--- src/rtl/wb_dest_select_q.sv ---
// Write-back destination selector feeding a 2-entry skid queue.
// Optional macro WB_ZERO_SUPPRESS_EN drops $zero destinations and counts them.
module wb_dest_select_q #(
    parameter int WIDTH  = 5,
    parameter int NUM_IN = 6,
    parameter int CTRL_W = 3
) (
    input  logic                    clk,
    input  logic                    reset,
    input  logic [NUM_IN*WIDTH-1:0] in_data,
    input  logic [CTRL_W-1:0]       control,
    input  logic                    in_valid,
    output logic                    in_ready,
    output logic [WIDTH-1:0]        out_data,
    output logic                    out_valid,
    input  logic                    out_ready,
    output logic                    sel_err,
    output logic [7:0]              suppress_cnt
);

    localparam logic [CTRL_W:0] NUM_IN_C = (CTRL_W+1)'(NUM_IN);

    logic [WIDTH-1:0] sel;
    logic             err;
    logic             sup;
    logic             push;
    logic             pop;

    logic [WIDTH-1:0] mem_d [2];
    logic [1:0]       mem_e;
    logic             head;
    logic             tail;
    logic             head_n;
    logic [1:0]       count;
    logic [1:0]       count_n;
    logic [WIDTH-1:0] nxt_d;
    logic             nxt_e;

    // Codes at or above the last candidate all alias onto it.
    always_comb begin
        sel = in_data[(NUM_IN-1)*WIDTH +: WIDTH];
        for (int k = 0; k < NUM_IN-1; k++) begin
            if (control == CTRL_W'(k)) begin
                sel = in_data[k*WIDTH +: WIDTH];
            end
        end
    end

    assign err       = {1'b0, control} >= NUM_IN_C;
    assign in_ready  = (count < 2'd2) && !reset;
    assign out_valid = (count != 2'd0);
    assign push      = in_valid && in_ready && !sup;
    assign pop       = out_valid && out_ready;

    always_comb begin
        count_n = count + {1'b0, push} - {1'b0, pop};
        head_n  = head ^ pop;
        nxt_d   = mem_d[head_n];
        nxt_e   = mem_e[head_n];
        if (push && (tail == head_n)) begin
            nxt_d = sel;
            nxt_e = err;
        end
    end

    // out_data/sel_err are a registered copy of the next head so they
    // keep their last value once the queue drains.
    always_ff @(posedge clk) begin
        if (reset) begin
            mem_d[0] <= '0;
            mem_d[1] <= '0;
            mem_e    <= '0;
            head     <= 1'b0;
            tail     <= 1'b0;
            count    <= 2'd0;
            out_data <= '0;
            sel_err  <= 1'b0;
        end else begin
            if (push) begin
                mem_d[tail] <= sel;
                mem_e[tail] <= err;
                tail        <= ~tail;
            end
            head  <= head_n;
            count <= count_n;
            if (count_n != 2'd0) begin
                out_data <= nxt_d;
                sel_err  <= nxt_e;
            end
        end
    end

`ifdef WB_ZERO_SUPPRESS_EN
    logic [7:0] sup_q;

    assign sup          = in_valid && in_ready && !err && (sel == '0);
    assign suppress_cnt = sup_q;

    always_ff @(posedge clk) begin
        if (reset) begin
            sup_q <= 8'd0;
        end else if (sup && (sup_q != 8'hff)) begin
            sup_q <= sup_q + 8'd1;
        end
    end
`else
    assign sup          = 1'b0;
    assign suppress_cnt = 8'd0;
`endif

endmodule

--- config.mk ---
export PLATFORM = sky130hd
export DESIGN_NAME = wb_dest_select_q
export DESIGN_NICKNAME = d
export VERILOG_FILES = /design/src/rtl/wb_dest_select_q.sv
export SDC_FILE = /design/constraint.sdc
export NUM_CORES = 1
export LEC_CHECK = 0
export ABC_CLOCK_PERIOD_IN_PS = 5900
export CORE_UTILIZATION = 48
export CTS_BUF_LIST = sky130_fd_sc_hd__clkbuf_2
export CTS_CLUSTER_SIZE = 16
export DETAILED_ROUTE_END_ITERATION = 16
export GPL_TIMING_DRIVEN = 0
export MAX_ROUTING_LAYER = met4
export PLACE_DENSITY = 0.86
export SETUP_SLACK_MARGIN = 0.5
export SLEW_MARGIN = 20
export SYNTH_ARGS = -nofsm -noshare
export SYNTH_HDL_FRONTEND = slang
export SYNTH_SLANG_ARGS = --single-unit
--- constraint.sdc ---
create_clock -name clk -period 5.9 [get_ports clk]
set_input_delay 1.18 -clock clk [delete_from_list [all_inputs] [get_ports clk]]
set_output_delay 1.18 -clock clk [all_outputs]
set_load 0.01 [all_outputs]
==> results.yml, run 1 <==
run_status:
  status: "finished clean"
cts:
  holdBufCountCts: 0
  cts-root-buf: "clkbuf_2"
  htree_levels: 1
  clk_pin_slew_ps: 200
  cts_tree: "done"
  post_cts_buffers: 0
  cts_buffer_depth: 2
  clk_latency_ps: 340
  cts_resized: 0
  numCtsBuffers: 3
  clock-sinks: 22
place:
  numPortBuffers: 44
  place.gp.congestion: 0.797
  place_area_sq_um: 1840
  dp_hpwl_um: 2240
logic_synthesis:
  synth_area_leaders: "edfxtp_1 23%, dfxtp_1 18%, nor2_1 8.4%"
  synth_warnings: 0
  synth_top_flop_cell: "dfxtp_1"
  ys_top_cells_by_count: "30 x nor2_1, 13 x nand2_1, 12 x dfxtp_1"
  async_flop_share: 0
  yosys.area.top_type: "edfxtp_1"
  yosysMostFrequentCell: "nor2_1"
  synth_seq_cells: 22
  synth_cell_type_count: 30
  ys_seq_area_frac: 0.405
  postSynthCellCount: 134
  synth_edf_count: 10
  synth_top_area_share: 0.225
  synth_area_sq_um: 1330
  syn_area_per_cell_sq_um: 9.95
floorplanning:
  initial_core_util: 0.524
  core_sq_um: 2540
  die_area_sq_um: 2990
  row_count: 18
  die_w_um: 54.7
  io_pins: 53
  chipHeight_um: 54.7
critical_path:
  r2r_start: "count[1]$_SDFF_PP0_"
  arrival_ps: 2310
  r2r_cells: 8
  start_kind: "input pin"
  worstSetupPathType: "input pin to output port"
  cpLargestDelayFamily: "buffers and inverters"
  cp.required_ps: 4720
  slowest_delay_ps: 560
  crit_buf_inv: 2
  critPathMaxFanout: 2
  crit_path_frequent_cell: "clkdlybuf4s50_1"
  rrSetupSlack_ps: 3750
  crit-reg2reg-capture: "out_data[0]$_SDFFE_PP0P_"
  cp_slowest_cell: "clkdlybuf4s50_1"
  path_cells: "clkdlybuf4s50_1 > nor2_1 > clkdlybuf4s50_1"
  critPathCaptureType: "output port"
timing:
  slew_violations: 0
  finalHoldViolations: 0
  period_needed_ps: 3490
  finalSetupTns_ps: 0
  finalSetupViolCount: 0
  grt_setup_unrepaired: "false"
  period_share: 0.591
  fmax_mhz: 287
  finClkSkew_ps: 1.17
grt:
  overflow: 0
  grt_max_degree: 14
  antenna_found_initial: 0
  grt_pass1_vias: 1091
  track_usage: 0.214
  grt_pass1_wl_um: 4420
layout:
  areaGrowthSynthToFinish_pct: 41.2
  fin_area_sq_um: 1880
  fin_nets: 229
  multi_input_area_sq_um: 697
  fillers: 175
  diodes: 0
  fin_util: 0.740
  register_area_sq_um: 541
  drive_gt1_frac: 0.175
detailed_routing:
  drtPass1Iterations: 4
  via_count: 1112
  drc: 0
  wirelength_um: 2660
  postRouteAntennaNets: 0
  drt_iter0_markers: 16
  wl_per_cell_um: 12.1
  viasPerCell: 5.08
power:
  p_per_area_nw_per_um2: 312
  p_leak_nw: 0.804
  peakVddDrop_mv: 0.245
  p_total_mw: 0.587
min_path:
  hp-class: "flip-flop to flip-flop"
  min_from: "sel_err$_SDFFE_PP0P_"
  holdPathStages: 1
  holdPathEnd: "sel_err$_SDFFE_PP0P_"
flow_run:
  maxCapViolations: 0
report_power, final:
part | internal (mW) | total, mW | switching, mW
Sequential | 0.191 | 0.209 | 0.0185
Clock | 0.0584 | 0.106 | 0.0472
Combinational | 0.151 | 0.272 | 0.121
Total | 0.400 | 0.587 | 0.187
per-stage QoR:
stage | setup slack [ps] | hold slack, ps | std cells
3_5_place_dp | 2440 | 467 | 215
3_3_place_gp | 2450 | 458 | 215
2_1_floorplan | 3100 | 456 | 141
4_1_cts | 2410 | 514 | 219
6_report | 2410 | 507 | 219
5_1_grt | 2340 | 535 | 219
sequential cells by signal, indices dropped and copies added, names as in the netlist:
register and count:
tail 1, count 2, head 1, out_data 5, mem_e 2, sel_err 1, mem_d 10
worst reg2reg max path, stage by stage (launching register included):
cell and delay (ps):
dfxtp_1 380, o21a_2 270, ha_1 290, inv_1 60, ha_1 140, xnor3_1 270, a21oi_2 220, nor3b_4 300
a221o_1 190
metal layers:
| metal | track usage | wire length, um | share of wire | vias to the layer above |
|---|---|---|---|---|
| li1 | - | - | - | 563 |
| met1 | 0.239 | 1090 | 0.41 | 492 |
| met2 | 0.382 | 1360 | 0.51 | 52 |
| met3 | 0.0167 | 149 | 0.056 | 5 |
| met4 | 0.103 | 58 | 0.022 | 0 |
| met5 | - | 0 | 0 | - |
worst max path at each step:
| stage | start | end | slack (ps) | cells past startpoint |
|---|---|---|---|---|
| 2_1_floorplan | reset | out_data[0]$_SDFFE_PP0P_ | 3100 | 8 |
| 3_3_place_gp | reset | in_ready | 2450 | 3 |
| 3_5_place_dp | reset | in_ready | 2440 | 3 |
| 4_1_cts | reset | in_ready | 2410 | 3 |
| 5_1_grt | reset | in_ready | 2340 | 3 |
| 6_report | reset | in_ready | 2410 | 3 |
area by class of cell:
type	count	share of cell area
Timing Repair Buffer	44	0.234
Tap cell	30	0.0199
Sequential cell	22	0.287
Clock buffer	3	0.00797
Inverter	10	0.0199
Multi-Input combinational cell	97	0.370
Buffer	12	0.0452
Clock inverter	1	0.0159
cells by family after synthesis:
kind of cell | count (synthesis) | share of synthesized area
AOI/OAI and AO/OA | 22 | 0.128
xor gates and xnor gates | 3 | 0.0544
adders and majority gates | 2 | 0.0188
buffers and inverters | 22 | 0.0919
DFF | 22 | 0.405
muxes | 11 | 0.132
other | 1 | 0.00281
and+or+nand+nor | 51 | 0.167
cells in the final DEF (no fill, tap or decap), types with 4 or more instances in the layout:
master / n
nor2_1: 30
inv_1: 7
mux4_2: 4
mux2i_1: 6
conb_1: 8
a221o_1: 5
o21ai_0: 5
nand2_1: 13
edfxtp_1: 10
a31o_2: 5
dfxtp_1: 12
buf_4: 8
clkdlybuf4s50_1: 44
Note: power is estimated with default switching activity, not from simulation.
==> run 2, diff against run 1 <==
ABC_CLOCK_PERIOD_IN_PS = 3600   (was 5900)
CORE_UTILIZATION = 45   (was 48)
PLACE_DENSITY = 0.82   (was 0.86)
clock period = 3.6 ns   (was 5.9 ns; I/O delays follow)
==> run 2 against run 1 <==
  * Clock power grew 63%
  * First-iteration DRC count up 44%
  * Sequential power grew 64%
  * Final area about the same
  * Die area up 6.4%
  * Sequential share of layout area about the same
  * Register-to-register slack lost 2300 ps
  * Final cell count up 0.46%
  * Clock skew is 5.6 ps higher
  * Critical path type is now input pin to flip-flop
  * Largest cell class unchanged
  * Largest power group unchanged
  * Highest routed layer unchanged
==> results.yml, run 2 (synthesized netlist as in run 1, its figures left out) <==
cts:
  clock-sinks: 22
  htree_levels: 1
  cts-root-buf: "clkbuf_2"
  clk_pin_slew_ps: 210
  cts_buffer_depth: 2
  clk_latency_ps: 330
  holdBufCountCts: 0
  post_cts_buffers: 0
  cts_tree: "done"
  numCtsBuffers: 3
  cts_resized: 0
timing:
  finalSetupTns_ps: 0
  finalHoldViolations: 0
  finClkSkew_ps: 6.77
  grt_setup_unrepaired: "false"
  period_share: 0.709
  hold_ws_ps: 516
  finalSetupViolCount: 0
  fmax_mhz: 392
  period_needed_ps: 2550
  postLayoutSetupSlackWorst_ps: 1050
  slew_violations: 0
detailed_routing:
  wl_per_cell_um: 12.2
  drt_iter0_markers: 23
  drc: 0
  postRouteAntennaNets: 0
  via_count: 1121
  viasPerCell: 5.10
  wirelength_um: 2690
  drtPass1Iterations: 4
grt:
  grt_pass1_vias: 1113
  grt_busiest_layer: "met2"
  grt_max_degree: 14
  grtUsageMet1: 0.228
  grt_util_met2: 0.319
  overflow: 0
  grt_pass1_wl_um: 4600
  antenna_found_initial: 0
  gr-usage-met3: 0.0230
  track_usage: 0.190
flow_run:
  maxCapViolations: 0
layout:
  diodes: 0
  fin_nets: 229
  register_area_sq_um: 541
  multi_input_area_sq_um: 697
  drive_gt1_frac: 0.175
  final_common_cell: "clkdlybuf4s50_1"
  fillers: 197
  top_register: "mem_d"
  final_cell_mix: "44 x clkdlybuf4s50_1, 30 x nor2_1, 13 x nand2_1, 12 x dfxtp_1, 10 x edfxtp_1"
  reg_top3: "mem_d x10, out_data x5"
  largest_reg_flops: 10
  areaGrowthSynthToFinish_pct: 41.3
critical_path:
  worstSetupPathType: "input pin to flip-flop"
  arrival_ps: 2850
  start_kind: "input pin"
  path_cells: "clkdlybuf4s50_1 > nor2_1 > nand2_1 > inv_1 > ha_1 > xnor3_1 > a21oi_2 > nor3b_4 > a221o_1"
  slowest_delay_ps: 410
  r2r_cells: 8
  crit-reg2reg-capture: "out_data[1]$_SDFFE_PP0P_"
  critPathMaxFanout: 5
  critPathCaptureType: "flip-flop"
  r2r_start: "count[1]$_SDFF_PP0_"
  rrSetupSlack_ps: 1420
  cp.required_ps: 3890
  cp_slowest_cell: "clkdlybuf4s50_1"
min_path:
  hp-class: "flip-flop to flip-flop"
  holdPathStages: 1
  min_from: "out_data[1]$_SDFFE_PP0P_"
  holdPathEnd: "out_data[1]$_SDFFE_PP0P_"
place:
  numPortBuffers: 44
  dp_hpwl_um: 2180
  place.gp.congestion: 0.765
  place_ws_ps: 717
floorplanning:
  core_sq_um: 2780
  die_area_sq_um: 3190
  die_w_um: 56.4
  row_count: 19
  initial_core_util: 0.480
  io_pins: 53
  chipHeight_um: 56.4
run_status:
  status: "finished clean"
power:
  p_leak_nw: 0.804
  peakVddDrop_mv: 0.516
  p_per_area_nw_per_um2: 515
## run 2: cell counts in the layout (fill, tap and decap cells not counted)
Identical to the previous run, type by type.
## run 2: through the flow
| stage | instance area [sq um] | power (mW) | util | std cells |
|---|---|---|---|---|
| 2_1_floorplan | 1360 | 0.647 | - | 141 |
| 3_3_place_gp | 1840 | 0.783 | 0.661 | 216 |
| 3_5_place_dp | 1840 | 0.799 | 0.661 | 216 |
| 4_1_cts | 1880 | 0.973 | 0.677 | 220 |
| 5_1_grt | 1880 | 1.03 | 0.677 | 220 |
| 6_report | 1880 | 0.970 | 0.677 | 220 |
## run 2: power by group
group | internal (mW) | switching (mW) | total, mW
sequential | 0.313 | 0.0303 | 0.343
combinational | 0.247 | 0.206 | 0.453
clock | 0.0958 | 0.0775 | 0.173
## run 2: worst max-delay path, delay by kind of cell
family / cells / cell delay (ps)
and+or+nand+nor: 3 / 620
buffers and inverters: 2 / 610
AOI/OAI and AO/OA: 2 / 410
xor gates and xnor gates: 1 / 280
adders and majority gates: 1 / 190
## run 2: routing by layer
metal	vias to the layer above	part of all wire	wire length (um)
met5	-	0	0
met1	498	0.42	1120
met2	54	0.50	1360
met3	4	0.067	181
li1	565	-	-
met4	0	0.012	31
## run 2: layout make-up
class / count / share of cell area
multi-input cells: 97 / 0.370
flip-flops and latches: 22 / 0.287
repair buffers: 44 / 0.234
plain buffers: 12 / 0.0452
well taps: 31 / 0.0206
inverters: 10 / 0.0199
clock inverters: 1 / 0.0159
clock buffers: 3 / 0.00797
## run 2: worst max-delay path by stage
stage	startpoint	end	slack, ps	cells past startpoint
floorplan	reset	out_data[0]$_SDFFE_PP0P_	1260	8
global placement	out_ready	out_data[1]$_SDFFE_PP0P_	780	9
detailed placement	reset	out_data[2]$_SDFFE_PP0P_	720	9
CTS	reset	out_data[1]$_SDFFE_PP0P_	1060	9
global route	reset	out_data[1]$_SDFFE_PP0P_	940	9
finish	reset	out_data[1]$_SDFFE_PP0P_	1050	9
==> run 3, diff against run 2 <==
ABC_CLOCK_PERIOD_IN_PS = 2500   (was 3600)
clock period = 2.5 ns   (was 3.6 ns; I/O delays follow)
==> run 3 against run 2 <==
  * First-iteration DRC count is 52% higher
  * Utilization rose by 4.8 points
  * Final cell count is 4.1% higher
  * Critical endpoint unchanged
  * Hold slack lost 15 ps
  * Non-clock buffer count up 9
  * Highest routed layer unchanged
  * Global-route usage is 2.0 points higher
  * Clock power increased by 45%
  * Sequential cell count did not move
==> results.yml, run 3 (synthesized netlist as in run 1, its figures left out) <==
run_status:
  status: "finished clean"
cts:
  cts_buffer_depth: 2
  cts_tree: "done"
  holdBufCountCts: 0
  cts-root-buf: "clkbuf_2"
  htree_levels: 1
  clk_pin_slew_ps: 210
  clk_latency_ps: 340
  numCtsBuffers: 3
  clock-sinks: 22
min_path:
  hp-class: "flip-flop to flip-flop"
  min_from: "sel_err$_SDFFE_PP0P_"
critical_path:
  cp.required_ps: 2750
  r2r_start: "count[0]$_SDFF_PP0_"
  arrival_ps: 2280
  worstSetupPathType: "flip-flop to flip-flop"
  critPathCaptureType: "flip-flop"
  start_kind: "flip-flop"
  startpoint: "count[0]$_SDFF_PP0_"
  critPathMaxFanout: 5
detailed_routing:
  drc: 0
  wirelength_um: 3000
  postRouteAntennaNets: 0
  drt_iter0_markers: 35
  via_count: 1165
  viasPerCell: 5.09
  drtPass1Iterations: 4
  wl_per_cell_um: 13.1
timing:
  finalSetupViolCount: 0
  finClkSkew_ps: 4.55
  grt_setup_unrepaired: "true"
  fmax_mhz: 494
  postLayoutSetupSlackWorst_ps: 475
  period_needed_ps: 2020
  finalSetupTns_ps: 0
  finalHoldViolations: 0
  period_share: 0.810
  slew_violations: 0
  hold_ws_ps: 501
flow_run:
  maxCapViolations: 0
grt:
  grt_max_degree: 14
  overflow: 0
  track_usage: 0.210
  grt_pass1_wl_um: 4950
  grt_pass1_vias: 1174
  antenna_found_initial: 0
floorplanning:
  initial_core_util: 0.480
  core_sq_um: 2780
  die_area_sq_um: 3190
  chipHeight_um: 56.4
  die_w_um: 56.4
  row_count: 19
  io_pins: 53
power:
  p_per_area_nw_per_um2: 770
  p_leak_nw: 0.869
  p_total_mw: 1.55
  peakVddDrop_mv: 0.860
layout:
  fin_nets: 238
  fin_util: 0.726
  drive_gt1_frac: 0.268
  final_cell_mix: "40 x clkdlybuf4s50_1, 27 x nor2_1, 17 x buf_4, 12 x nand2_1"
  diodes: 0
  final_common_cell: "clkdlybuf4s50_1"
  largest_reg_flops: 10
  top_register: "mem_d"
  areaGrowthSynthToFinish_pct: 51.3
  reg_top3: "mem_d x10, out_data x5"
place:
  place.gp.congestion: 0.796
  dp_hpwl_um: 2280
  numPortBuffers: 44
  place_ws_ps: -99.8
run 3: changes by cell type in the layout (fill, tap and decap cells not counted), sizes merged:
| cell | delta |
|---|---|
| clkdlybuf4s50 | -4 |
| buf | +9 |
| dlygate4sd2 | +3 |
| dlymetal6s2s | +1 |
run 3: repair_timing:
action,4_1_cts,5_1_grt
setup buffers,8,1
gates resized for setup,13,5
setup endpoints to repair,8,6
pin swaps,8,5
run 3: report_power, final:
group / total [mW] / leakage [nW] / internal, mW / switching, mW
Clock: 0.250 / 0.0266 / 0.138 / 0.112
Combinational: 0.800 / 0.639 / 0.446 / 0.354
Sequential: 0.503 / 0.203 / 0.453 / 0.0498
run 3: final cells by class:
class                           instances  area (sq um)
Clock inverter                          1          30.0
Inverter                               10          42.5
Timing Repair Buffer                   53           507
Multi-Input combinational cell         97           757
Clock buffer                            3          15.0
Fill cell                             206           763
Tap cell                               31          38.8
Sequential cell                        22           543
Buffer                                 12          85.1
run 3: worst paths after layout:
check,endpoint,depth (start not counted),slack (ps)
hold / removal,sel_err$_SDFFE_PP0P_,1,500
setup reg to reg,out_data[1]$_SDFFE_PP0P_,10,480
hold reg to reg,sel_err$_SDFFE_PP0P_,1,500
setup / recovery,out_data[1]$_SDFFE_PP0P_,10,480
run 3: per-stage QoR:
step                      std cells  area [sq um]
after global placement          216          1860
after CTS                       228          2000
final                           229          2020
after global routing            229          2020
after floorplan                 141          1380
after detailed placement        216          1860
run 3: per-layer routing:
layer	vias to the layer above	part of all wire	global-route usage
li1	580	-	-
met1	520	0.41	0.240
met2	56	0.50	0.358
met5	-	0	-
met3	9	0.058	0.0230
met4	0	0.032	0.115
run 3: worst max-delay path: stages (launching register included):
cell     delay (ps)
dfxtp_2         380
o21a_4          220
ha_4            270
inv_4            30
ha_4            140
xnor3_2         240
a21oi_2          70
buf_4           160
o21ai_4          90
nor2_1           60
a221o_1         270
